--- src/rtl/vga_seq_pkg.sv ---
// Shared types and constants for the VGA source sequencer.
// Holds the sequencer state encoding and the blanked colour value.
package vga_seq_pkg;

    typedef enum logic [1:0] {
        S_WAIT_LOCK = 2'd0,
        S_SYNC      = 2'd1,
        S_RUN       = 2'd2
    } seq_state_t;

    localparam int          RGB_W     = 3;
    localparam logic [2:0]  RGB_BLACK = 3'b000;

endpackage

--- src/rtl/lock_settle.sv ---
// Counts consecutive locked pixel-clock cycles and reports a settled level.
// The count saturates once it reaches the last settle cycle.
module lock_settle #(
    parameter int LOCK_SETTLE_CYC = 1024
) (
    input  logic clk_pix,
    input  logic btn_rst,
    input  logic clk_locked,
    output logic settled
);

    localparam int CNT_W = (LOCK_SETTLE_CYC > 1) ? $clog2(LOCK_SETTLE_CYC) : 1;
    localparam logic [CNT_W-1:0] CNT_LAST = CNT_W'(LOCK_SETTLE_CYC - 1);

    logic [CNT_W-1:0] r_count;

    // Any unlocked cycle restarts the settle window from zero.
    always_ff @(posedge clk_pix) begin
        if (btn_rst) begin
            r_count <= '0;
        end else if (!clk_locked) begin
            r_count <= '0;
        end else if (r_count != CNT_LAST) begin
            r_count <= r_count + CNT_W'(1);
        end
    end

    assign settled = clk_locked && (r_count == CNT_LAST);

endmodule

--- src/rtl/vga_source_sequencer.sv ---
// Brings up VGA timing after PLL lock and switches pattern sources only at frame starts.
// Optional macro VGA_SEQ_AUTO_ADVANCE_EN adds a per-source frame hold counter.
module vga_source_sequencer
    import vga_seq_pkg::*;
#(
    parameter int N_SRC           = 4,
    parameter int LOCK_SETTLE_CYC = 1024,
    parameter int HOLD_FRAMES     = 300
) (
    input  logic                       clk_pix,
    input  logic                       btn_rst,
    input  logic                       clk_locked,
    input  logic                       btn_next,
    input  logic                       frame_start,
    input  logic                       de,
    input  logic                       hsync_in,
    input  logic                       vsync_in,
    input  logic [3*N_SRC-1:0]         src_rgb,
    output logic                       timing_en,
    output logic [$clog2(N_SRC)-1:0]   src_sel,
    output logic                       vga_hsync,
    output logic                       vga_vsync,
    output logic                       vga_r,
    output logic                       vga_g,
    output logic                       vga_b
);

    localparam int SEL_W = $clog2(N_SRC);
    localparam logic [SEL_W-1:0] SEL_LAST = SEL_W'(N_SRC - 1);

    seq_state_t         r_state;
    logic               r_timing_en;
    logic [SEL_W-1:0]   r_src_sel;
    logic               r_pending;
    logic [RGB_W-1:0]   r_rgb;
    logic               r_hsync;
    logic               r_vsync;

    logic               w_settled;
    logic               w_expire;
    logic               w_advance;
    logic [SEL_W-1:0]   w_sel_inc;
    logic [SEL_W-1:0]   w_sel_next;
    logic [SEL_W-1:0]   w_disp_sel;
    logic [RGB_W-1:0]   w_src_pix;
    logic [RGB_W-1:0]   w_pix;

    lock_settle #(
        .LOCK_SETTLE_CYC (LOCK_SETTLE_CYC)
    ) u_lock_settle (
        .clk_pix    (clk_pix),
        .btn_rst    (btn_rst),
        .clk_locked (clk_locked),
        .settled    (w_settled)
    );

`ifdef VGA_SEQ_AUTO_ADVANCE_EN
    localparam int HOLD_W = $clog2(HOLD_FRAMES + 1);
    localparam logic [HOLD_W-1:0] HOLD_LAST = HOLD_W'(HOLD_FRAMES - 1);

    logic [HOLD_W-1:0]  r_hold;

    // Frames shown on the current source; cleared whenever the source changes.
    always_ff @(posedge clk_pix) begin
        if (btn_rst) begin
            r_hold <= '0;
        end else if ((r_state == S_RUN) && clk_locked && frame_start) begin
            r_hold <= w_advance ? '0 : r_hold + HOLD_W'(1);
        end
    end

    assign w_expire = (r_state == S_RUN) && frame_start && (r_hold == HOLD_LAST);
`else
    assign w_expire = 1'b0;
`endif

    // A request in the frame-start cycle itself still counts for this boundary.
    assign w_advance = (r_state == S_RUN) && clk_locked && frame_start &&
                       (r_pending || btn_next || w_expire);
    assign w_sel_inc  = (r_src_sel == SEL_LAST) ? '0 : r_src_sel + SEL_W'(1);
    assign w_sel_next = w_advance ? w_sel_inc : r_src_sel;
    assign w_disp_sel = (r_state == S_RUN) ? w_sel_next : r_src_sel;

    always_comb begin
        w_src_pix = RGB_BLACK;
        for (int k = 0; k < N_SRC; k++) begin
            if (w_disp_sel == SEL_W'(k)) begin
                w_src_pix = src_rgb[3*k +: 3];
            end
        end
    end

    assign w_pix = w_src_pix & {RGB_W{de}};

    // Sequencer FSM; outputs are registered so the pins see one cycle of latency.
    always_ff @(posedge clk_pix) begin
        if (btn_rst) begin
            r_state     <= S_WAIT_LOCK;
            r_timing_en <= 1'b0;
            r_src_sel   <= '0;
            r_pending   <= 1'b0;
            r_rgb       <= RGB_BLACK;
            r_hsync     <= 1'b1;
            r_vsync     <= 1'b1;
        end else if (!clk_locked) begin
            r_state     <= S_WAIT_LOCK;
            r_timing_en <= 1'b0;
            r_pending   <= 1'b0;
            r_rgb       <= RGB_BLACK;
            r_hsync     <= 1'b1;
            r_vsync     <= 1'b1;
        end else begin
            unique case (r_state)
                S_WAIT_LOCK: begin
                    r_pending <= 1'b0;
                    r_rgb     <= RGB_BLACK;
                    if (w_settled) begin
                        r_state     <= S_SYNC;
                        r_timing_en <= 1'b1;
                        r_hsync     <= hsync_in;
                        r_vsync     <= vsync_in;
                    end else begin
                        r_timing_en <= 1'b0;
                        r_hsync     <= 1'b1;
                        r_vsync     <= 1'b1;
                    end
                end
                S_SYNC: begin
                    r_timing_en <= 1'b1;
                    r_pending   <= 1'b0;
                    r_hsync     <= hsync_in;
                    r_vsync     <= vsync_in;
                    if (frame_start) begin
                        r_state <= S_RUN;
                        r_rgb   <= w_pix;
                    end else begin
                        r_rgb   <= RGB_BLACK;
                    end
                end
                S_RUN: begin
                    r_timing_en <= 1'b1;
                    r_hsync     <= hsync_in;
                    r_vsync     <= vsync_in;
                    r_rgb       <= w_pix;
                    r_src_sel   <= w_sel_next;
                    if (frame_start) begin
                        r_pending <= 1'b0;
                    end else if (btn_next || w_expire) begin
                        r_pending <= 1'b1;
                    end
                end
                default: begin
                    r_state     <= S_WAIT_LOCK;
                    r_timing_en <= 1'b0;
                    r_pending   <= 1'b0;
                    r_rgb       <= RGB_BLACK;
                    r_hsync     <= 1'b1;
                    r_vsync     <= 1'b1;
                end
            endcase
        end
    end

    assign timing_en = r_timing_en;
    assign src_sel   = r_src_sel;
    assign vga_hsync = r_hsync;
    assign vga_vsync = r_vsync;
    assign vga_r     = r_rgb[2];
    assign vga_g     = r_rgb[1];
    assign vga_b     = r_rgb[0];

endmodule
--- config.mk ---
export PLATFORM = sky130hd
export DESIGN_NAME = vga_source_sequencer
export DESIGN_NICKNAME = d
export VERILOG_FILES = /design/src/rtl/vga_seq_pkg.sv /design/src/rtl/lock_settle.sv /design/src/rtl/vga_source_sequencer.sv
export SDC_FILE = /design/constraint.sdc
export NUM_CORES = 1
export LEC_CHECK = 0
export ABC_AREA = 1
export CORE_MARGIN = 2
export CORE_UTILIZATION = 30
export CTS_CLUSTER_DIAMETER = 40
export DETAILED_ROUTE_END_ITERATION = 8
export PLACE_DENSITY = 0.51
export SYNTH_ARGS = -nofsm -noshare
export SYNTH_HDL_FRONTEND = slang
export SYNTH_SLANG_ARGS = --single-unit
--- constraint.sdc ---
create_clock -name clk_pix -period 2.7 [get_ports clk_pix]
set_input_delay 0.54 -clock clk_pix [delete_from_list [all_inputs] [get_ports clk_pix]]
set_output_delay 0.54 -clock clk_pix [all_outputs]
set_load 0.005 [all_outputs]
==> metrics.txt, run 1 <==
Syn-to-layout area delta=30.86%; post-DP HPWL=1991 µm; CTS Buffer Depth=2; routed length per instance=10.55 µm; peak supply drop=0.0001390 V; pwr/cell area=367.5 mW/mm²; CP required=2.85 ns; placed cell count=228; Final Hold Fails=0; Remaining DRCs=0; RSZ-0062 raised after global routing=no; hold_sp=r_state[1]; biggest cell delay along the critical path=0.54 ns; port buffer count=27; CP endpoint kind=register; Min-Delay Path Class=register to register; Vias/cell=4.569; GRT Total Usage=11.86%; Buf/Inv on CP=1; reg2reg end=r_rgb[2]; CTS tree=yes; CP top delay family=simple AND/OR/NAND/NOR gates; post-route insts no fill=232; Boundary Pins=28; most frequent cell after synthesis=nand2_1; Initial Util=31.75%; CTS Sinks=21; number of global-route vias before repair=1,004; maximum number of pins on one net before global-route repair=12; sequential fraction of the synthesis area=35.63%; WL final=2448 µm; WHS Path Cells=2; Cell variety after synth=31; Pleak=0.6573 nW; CP cell instances=clkdlybuf4s50_1 > nand2_2 > nor2_4 > nand3_1 > nand2_1 > nand2_2 > o21ai_0 > a21oi_1; Final setup viols=0; Primary FF master, synth=dfxtp_1; Max Freq=570.9 MHz; ANT nets after route=0; core box area=0.003716 mm²; CTS clk-pin slew, worst paths=0.08 ns; PnR Total Power=0.5674 mW; syn_area_per_cell=7.662 µm²; most frequent CP cell=nand2_2; CP max FO=5; die height=66.72 µm; synthesized flop and latch total=21; Hold WS=0.5162 ns; NumNets Final=211; max-cap violations=0; Final Max Slew Viols=0; Slew @ Worst Pin=0.3882 ns; ys async rst share=0%; Synth Cell Area=0.001180 mm²; GPL Wtd Cong=0.8105; top cell type's share of synthesized area=35.63%; total gr overflow=0; area of the multi-input gates=664.4 µm²; Synthesized Nets=180; Reg-to-Reg Start=r_state[0]; hold endpoint=r_state[1]; clock latency on the worst-skew pair=0.26 ns; Synth Warn #=0; Post-synth EDFFs=0; status=finished clean; fin crit period=1.752 ns; initial detailed-routing violation count=37; antenna cells=0; die area=0.004451 mm²; Synth Instances=154; Worst setup SP type=primary input; arrival time worst endpoint=1.90 ns; path depth of the worst reg2reg path=9; Reg area=420.4 µm²; period utilization=64.88%; final setup TNS=0 ns; Inserted Clock Buffers=3; flop-to-flop setup slack=1.09 ns; skew final=0.001194 ns; CP max stage cell=clkdlybuf4s50_1; Horiz. Die Dim=66.72 µm; first-pass GRT wire length=4112 µm; largest cells by area after synthesis=dfxtp_1, nand2_1, ha_1, inv_1, a21oi_1; CTS-repair resized insts=0; total number of vias=1,060; Synth area leader=dfxtp_1; row count=22; most frequent cells after synthesis=nand2_1, dfxtp_1, inv_1; share of cells above drive strength 1=14.13%; Root Driver=clkbuf_8; critical path class=primary input to register; initial antenna violation count=0; 1st-pass router iterations=4; cts hold-fix bufs=0; post-CTS setup buffer count=0; Fillers=397; Slew headroom=74.12%; htree depth=1
==> logic make-up after synthesis <==
group | share of synthesized area, %
AOI/OAI and AO/OA | 12.41
xor gates and xnor gates | 2.970
adders and majority gates | 6.363
buffers and inverters | 8.059
DFF | 35.63
and+or+nand+nor | 34.57
==> worst max path at each step <==
stage | cells past startpoint | endpoint | startpoint
final | 8 | r_rgb[2] | clk_locked
after global routing | 11 | r_rgb[2] | btn_next
after detailed placement | 10 | r_rgb[2] | clk_locked
after CTS | 10 | r_rgb[2] | clk_locked
after floorplan | 10 | r_rgb[1] | btn_next
after global placement | 10 | r_rgb[2] | frame_start
==> sequential cells by signal, summed over array words and instances (netlist names) <==
| name | cells |
|---|---|
| r_pending | 1 |
| r_rgb | 3 |
| r_state | 2 |
| src_sel | 2 |
| timing_en | 1 |
| u_lock_settle.r_count | 10 |
| vga_hsync | 1 |
| vga_vsync | 1 |
==> through the flow <==
| step | setup WS (ns) | cell area (µm²) | utilization (%) |
|---|---|---|---|
| 2_1_floorplan | 1.294 | 1180 | - |
| 3_3_place_gp | 0.6754 | 1499 | 40.34 |
| 3_5_place_dp | 0.6721 | 1499 | 40.34 |
| 4_1_cts | 0.9509 | 1544 | 41.55 |
| 5_1_grt | 0.8081 | 1544 | 41.55 |
| 6_report | 0.9484 | 1544 | 41.55 |
==> cell usage in the layout, fill, tap and decap left out, types with 3 or more instances in the layout <==
master / count
a21oi_1: 13
clkbuf_8: 3
clkdlybuf4s50_1: 27
dfxtp_1: 21
ha_1: 6
inv_1: 19
nand2_1: 26
nand2_2: 6
nand3_1: 10
nand3_2: 3
nand4_1: 3
nor2_1: 7
nor3_1: 4
o21ai_0: 6
o21ai_1: 5
or2_2: 3
xor2_1: 3
==> worst register-to-register path, delay by kind of cell (launching register included) <==
kind	cells	cell delay [ns]
compound gates	2	0.25
buf+inv	1	0.10
simple gates	5	0.58
flops	1	0.33
fa+ha+maj	1	0.25
==> power breakdown <==
group | switching, mW | leakage [nW] | internal, mW | total (mW)
clock | 0.105 | 0.0228 | 0.105 | 0.210
sequential | 0.00190 | 0.169 | 0.311 | 0.313
combinational | 0.0165 | 0.465 | 0.0285 | 0.0450
total | 0.123 | 0.657 | 0.444 | 0.567
==> metal layers <==
| metal | global-route usage (%) | wire [µm] | vias to the layer above |
|---|---|---|---|
| met3 | 2.534 | 123 | 4 |
| met5 | 0 | 0 | - |
| met2 | 21.00 | 1195 | 26 |
| li1 | - | - | 565 |
| met1 | 13.83 | 1098 | 465 |
| met4 | 4.592 | 31 | 0 |
==> layout make-up <==
| class | count | area share, % |
|---|---|---|
| Sequential cell | 21 | 27.23 |
| Clock buffer | 4 | 2.917 |
| Inverter | 22 | 5.430 |
| Multi-Input combinational cell | 110 | 43.03 |
| Tap cell | 48 | 3.890 |
| Timing Repair Buffer | 27 | 17.50 |
(Power assumes the default switching activity.)
==> run 2, diff against run 1 <==
clock period = 1.7 ns   (was 2.7 ns; I/O delays follow)
==> run 2 against run 1 <==
Effect of this change: sequential cell count stayed put; via count rose by 4.8%; clock power increased by 59%; die area did not move; clock skew rose by 0.0035 ns; sequential power grew 58%; sequential share of layout area is 1.6 points lower; non-clock buffer count increased by 11; total power up 61%; worst hold slack improved by 0.015 ns; combinational power rose by 91%; critical path type unchanged; largest cell class unchanged; largest power group unchanged.
==> metrics.txt, run 2 (same netlist as run 1, synthesis figures left out) <==
status=finished clean; placed inst area=0.001582 mm²; RSZ-0062 raised after global routing=no; row count=22; CP required=1.85 ns; initial antenna violation count=0; Root Driver=clkbuf_8; Fillers=380; 1st-pass router iterations=4; peak supply drop=0.0002597 V; path depth of the worst reg2reg path=9; max reg flops=10; CTS clk-pin slew, worst paths=0.08 ns; Buf/Inv on CP=1; WL final=2708 µm; Largest Register=u_lock_settle.r_count; Horiz. Die Dim=66.72 µm; htree depth=1; Syn-to-layout area delta=39.24%; CP top delay family=simple AND/OR/NAND/NOR gates; die area=0.004451 mm²; CTS Buffer Depth=2; Final setup viols=0; CP cell instances=clkdlybuf4s50_1 > nand2_2 > nor2_4 > nand3_1 > nand2_1 > nand2_2 > o21ai_1 > nor3_2; critical path class=primary input to register; ANT nets after route=0; final core utilization=44.21%; first-pass GRT wire length=4581 µm; CP endpoint kind=register; most frequent CP cell=nand2_2; clock latency on the worst-skew pair=0.26 ns; CP max stage cell=clkdlybuf4s50_1; Initial Util=31.75%; port buffer count=27; commonest non-fill, non-tap cells in the layout=clkdlybuf4s50_1, nand2_1, dfxtp_1, inv_1, a21oi_1; hold endpoint=u_lock_settle.r_count[1]; die height=66.72 µm; period utilization=90.63%; hold_sp=u_lock_settle.r_count[1]; routed length per instance=11.14 µm; Vias/cell=4.572; GPL Wtd Cong=0.8907; NumNets Final=222; flop-to-flop setup slack=0.16 ns; CTS Sinks=21; reg2reg end=r_rgb[0]; skew final=0.004673 ns; Worst setup SP type=primary input; number of global-route vias before repair=1,100; Min-Delay Path Class=register to register; CTS tree=yes; biggest regs=u_lock_settle.r_count x10, r_rgb x3; Max Freq=649.0 MHz; Final Max Slew Viols=0; commonest non-fill, non-tap cell in the layout=clkdlybuf4s50_1; post-route insts no fill=243; total number of vias=1,111; PnR Total Power=0.9155 mW; WHS Path Cells=2; post-CTS setup buffer count=0; total gr overflow=0; arrival time worst endpoint=1.69 ns; share of cells above drive strength 1=20.51%; Slew @ Worst Pin=0.2498 ns; Pleak=0.7110 nW; Slew headroom=83.19%; fin crit period=1.541 ns; post-DP HPWL=2168 µm; antenna cells=0; placed cell count=239; max-cap violations=0; GRT Total Usage=13.47%; Finished Cell Area=0.001643 mm²; initial detailed-routing violation count=48; biggest cell delay along the critical path=0.55 ns; Inserted Clock Buffers=3; pwr/cell area=557.2 mW/mm²; Remaining DRCs=0; CP max FO=5; maximum number of pins on one net before global-route repair=13; Boundary Pins=28; Reg-to-Reg Start=r_state[0]; Final Hold Fails=0; core box area=0.003716 mm²
[run 2: changes by cell type in the layout (fill, tap and decap cells not counted)]
| cell | before | now |
|---|---|---|
| buf_4 | 0 | 11 |
| clkbuf_1 | 1 | 0 |
| clkinv_2 | 1 | 2 |
| ha_1 | 6 | 5 |
| ha_4 | 0 | 1 |
| nor2_1 | 7 | 6 |
| nor2_2 | 1 | 2 |
[run 2: how the worst max path moves through the flow]
| stage | cells past startpoint | endpoint | from |
|---|---|---|---|
| 3_5_place_dp | 10 | r_rgb[2] | clk_locked |
| 4_1_cts | 11 | r_rgb[2] | r_state[0] |
| 6_report | 8 | r_rgb[0] | clk_locked |
| 5_1_grt | 12 | r_rgb[2] | r_state[0] |
| 3_3_place_gp | 10 | r_rgb[2] | clk_locked |
| 2_1_floorplan | 11 | r_rgb[1] | r_state[0] |
[run 2: where the power goes]
| part | internal, mW | switching (mW) | total [mW] |
|---|---|---|---|
| registers | 0.494 | 0.00166 | 0.495 |
| logic | 0.0554 | 0.0306 | 0.0861 |
| clock network | 0.164 | 0.171 | 0.334 |
| total | 0.713 | 0.203 | 0.915 |
[run 2: layer usage]
layer,vias up,wire [µm],track usage (%)
met5,-,0,0
met4,0,40,4.592
met2,28,1355,24.63
met3,6,132,4.223
li1,588,-,-
met1,489,1180,14.50
[run 2: layout make-up]
type,count,area (µm²),area share (%)
Clock buffer,3,41.29,2.513
Clock inverter,1,5.005,0.3046
Inverter,22,83.83,5.103
Multi-Input combinational cell,110,679.4,41.36
Sequential cell,21,420.4,25.59
Tap cell,48,60.06,3.656
Timing Repair Buffer,38,352.8,21.48
[run 2: metrics by stage]
stage	setup WS (ns)	hold slack [ns]	TNS, ns
finish	0.1593	0.5309	0
global route	0.02856	0.5660	0
CTS	0.08506	0.5292	0
detailed placement	-0.1353	0.5163	-0.3965
global placement	-0.1011	0.4985	-0.2531
floorplan	0.2953	0.4119	0
[run 2: repair_timing]
action,CTS,global route
endpoints found under the setup margin,0,3
endpoints found under the hold margin,0,0
gates resized for setup,0,3
hold buffers,0,0
[run 2: worst register-to-register path: stages, from the launching register on]
cell and delay [ns]:
dfxtp_1 0.33, inv_1 0.14, ha_4 0.18, nand2_2 0.08, nor2_4 0.14, nand3_1 0.08, nand2_1 0.15, nand2_2 0.11
o21ai_1 0.16, nor3_2 0.06
==> run 3, diff against run 2 <==
==> constraint.sdc (replaced) <==
create_clock -name clk_pix -period 1.7 [get_ports clk_pix]
set_input_delay 0.255 -clock clk_pix [delete_from_list [all_inputs] [get_ports clk_pix]]
set_output_delay 0.255 -clock clk_pix [all_outputs]
set_load 0.005 [all_outputs]
==> run 3 against run 2 <==
Effect of this change: sequential power about the same; register-to-register slack better by 0.02 ns; worst hold slack worse by 0.0089 ns; clock power down 1%; largest cell class unchanged; largest power group unchanged.
==> metrics.txt, run 3 (same netlist as run 1, synthesis figures left out) <==
placed cell count=235; Min-Delay Path Class=register to register; GRT Total Usage=13.64%; post-DP HPWL=2094 µm; core box area=0.003716 mm²; CTS-repair resized insts=0; Sequential Power Share=54.6%; initial detailed-routing violation count=41; post-route insts no fill=239; Horiz. Die Dim=66.72 µm; Largest Register=u_lock_settle.r_count; peak supply drop=0.0002889 V; Reg area=420.4 µm²; Pint=0.7094 mW; CTS tree=yes; flop-to-flop setup slack=0.18 ns; combinational power share=9.1%; Reg-to-Reg Start=r_state[1]; Fillers=374; Boundary Pins=28; arrival time worst endpoint=1.72 ns; clock latency on the worst-skew pair=0.26 ns; cts hold-fix bufs=0; period utilization=89.57%; area of the multi-input gates=676.9 µm²; Inserted Clock Buffers=3; CTS Sinks=21; Root Driver=clkbuf_8; Pleak=0.6937 nW; Hold WS=0.5220 ns; worst setup path endpoint=r_rgb[0]; Final Max Slew Viols=0; 1st-pass router iterations=4; maximum number of pins on one net before global-route repair=13; CP endpoint kind=register; share of cells above drive strength 1=18.85%; Slew headroom=83.67%; fin crit period=1.523 ns; WL final=2569 µm; NumNets Final=218; Final setup viols=0; pwr/cell area=564.4 mW/mm²; biggest regs=u_lock_settle.r_count x10, r_rgb x3; ANT nets after route=0; die area=0.004451 mm²; status=finished clean; Vias/cell=4.615; path depth of the worst reg2reg path=6; commonest non-fill, non-tap cells in the layout=clkdlybuf4s50_1, nand2_1, dfxtp_1, inv_1, a21oi_1; PnR Total Power=0.9088 mW; NetSw=0.1993 mW; max-cap violations=0; post-CTS setup buffer count=0; clock power share=36.3%; total number of vias=1,103; CP max FO=5; Initial Util=31.75%; CTS clk-pin slew, worst paths=0.08 ns; port buffer count=27; critical path class=register to register; CP required=1.90 ns; max reg flops=10; number of global-route vias before repair=1,136; Slew @ Worst Pin=0.2450 ns; antenna cells=0; Syn-to-layout area delta=36.48%; total gr overflow=0; reg2reg end=r_rgb[0]; first-pass GRT wire length=4774 µm; Final Hold Fails=0; CTS Buffer Depth=2; switch share=21.94%; die height=66.72 µm; GPL Wtd Cong=0.8721; Max Freq=656.7 MHz; Remaining DRCs=0; row count=22; initial antenna violation count=0; routed length per instance=10.75 µm; commonest non-fill, non-tap cell in the layout=clkdlybuf4s50_1; htree depth=1; Worst setup SP type=register; skew final=0.004317 ns; crit path from=r_state[1]
## run 3: worst max-delay path, stage by stage, from the launching register on
cell and delay, ns:
dfxtp_1 0.42, inv_1 0.09, ha_1 0.36, nand2_1 0.11, nor3_4 0.22, o21ai_1 0.11
nor3_2 0.14
## run 3: per-layer routing
metal / routed length [µm] / track usage, %
met1: 1206 / 16.65
met2: 1179 / 23.63
met3: 117 / 3.209
met4: 65 / 4.082
met5: 0 / 0
## run 3: per-stage QoR
step	worst slack (ns)	setup TNS (ns)	utilization (%)	cell area [µm²]
after floorplan	0.2953	0	-	1180
after global placement	-0.01328	-0.02863	41.75	1551
after detailed placement	-0.05710	-0.1517	41.75	1551
after CTS	0.09158	0	43.00	1598
after global routing	-0.006240	-0.006879	43.33	1610
final	0.1773	0	43.33	1610
## run 3: cell type report
class | instances | area share [%]
flip-flops and latches | 21 | 26.11
clock inverters | 1 | 0.3108
clock buffers | 3 | 2.564
well taps | 48 | 3.730
repair buffers | 34 | 20.05
inverters | 22 | 5.206
multi-input cells | 110 | 42.04
## run 3: worst min-delay path by stage
| stage | to | start | cells past startpoint |
|---|---|---|---|
| 3_5_place_dp | u_lock_settle.r_count[3] | u_lock_settle.r_count[3] | 2 |
| 2_1_floorplan | src_sel[0] | btn_rst | 1 |
| 3_3_place_gp | r_state[1] | r_state[1] | 2 |
| 6_report | u_lock_settle.r_count[3] | u_lock_settle.r_count[3] | 2 |
| 5_1_grt | u_lock_settle.r_count[3] | u_lock_settle.r_count[3] | 2 |
| 4_1_cts | u_lock_settle.r_count[3] | u_lock_settle.r_count[3] | 2 |
## run 3: power by group through the flow
stage	registers [mW]	clock network, mW	logic, mW
floorplan	0.508	0	0.0236
global placement	0.507	0	0.0828
detailed placement	0.507	0	0.0834
CTS	0.496	0.341	0.0838
global route	0.496	0.374	0.0922
finish	0.496	0.330	0.0831
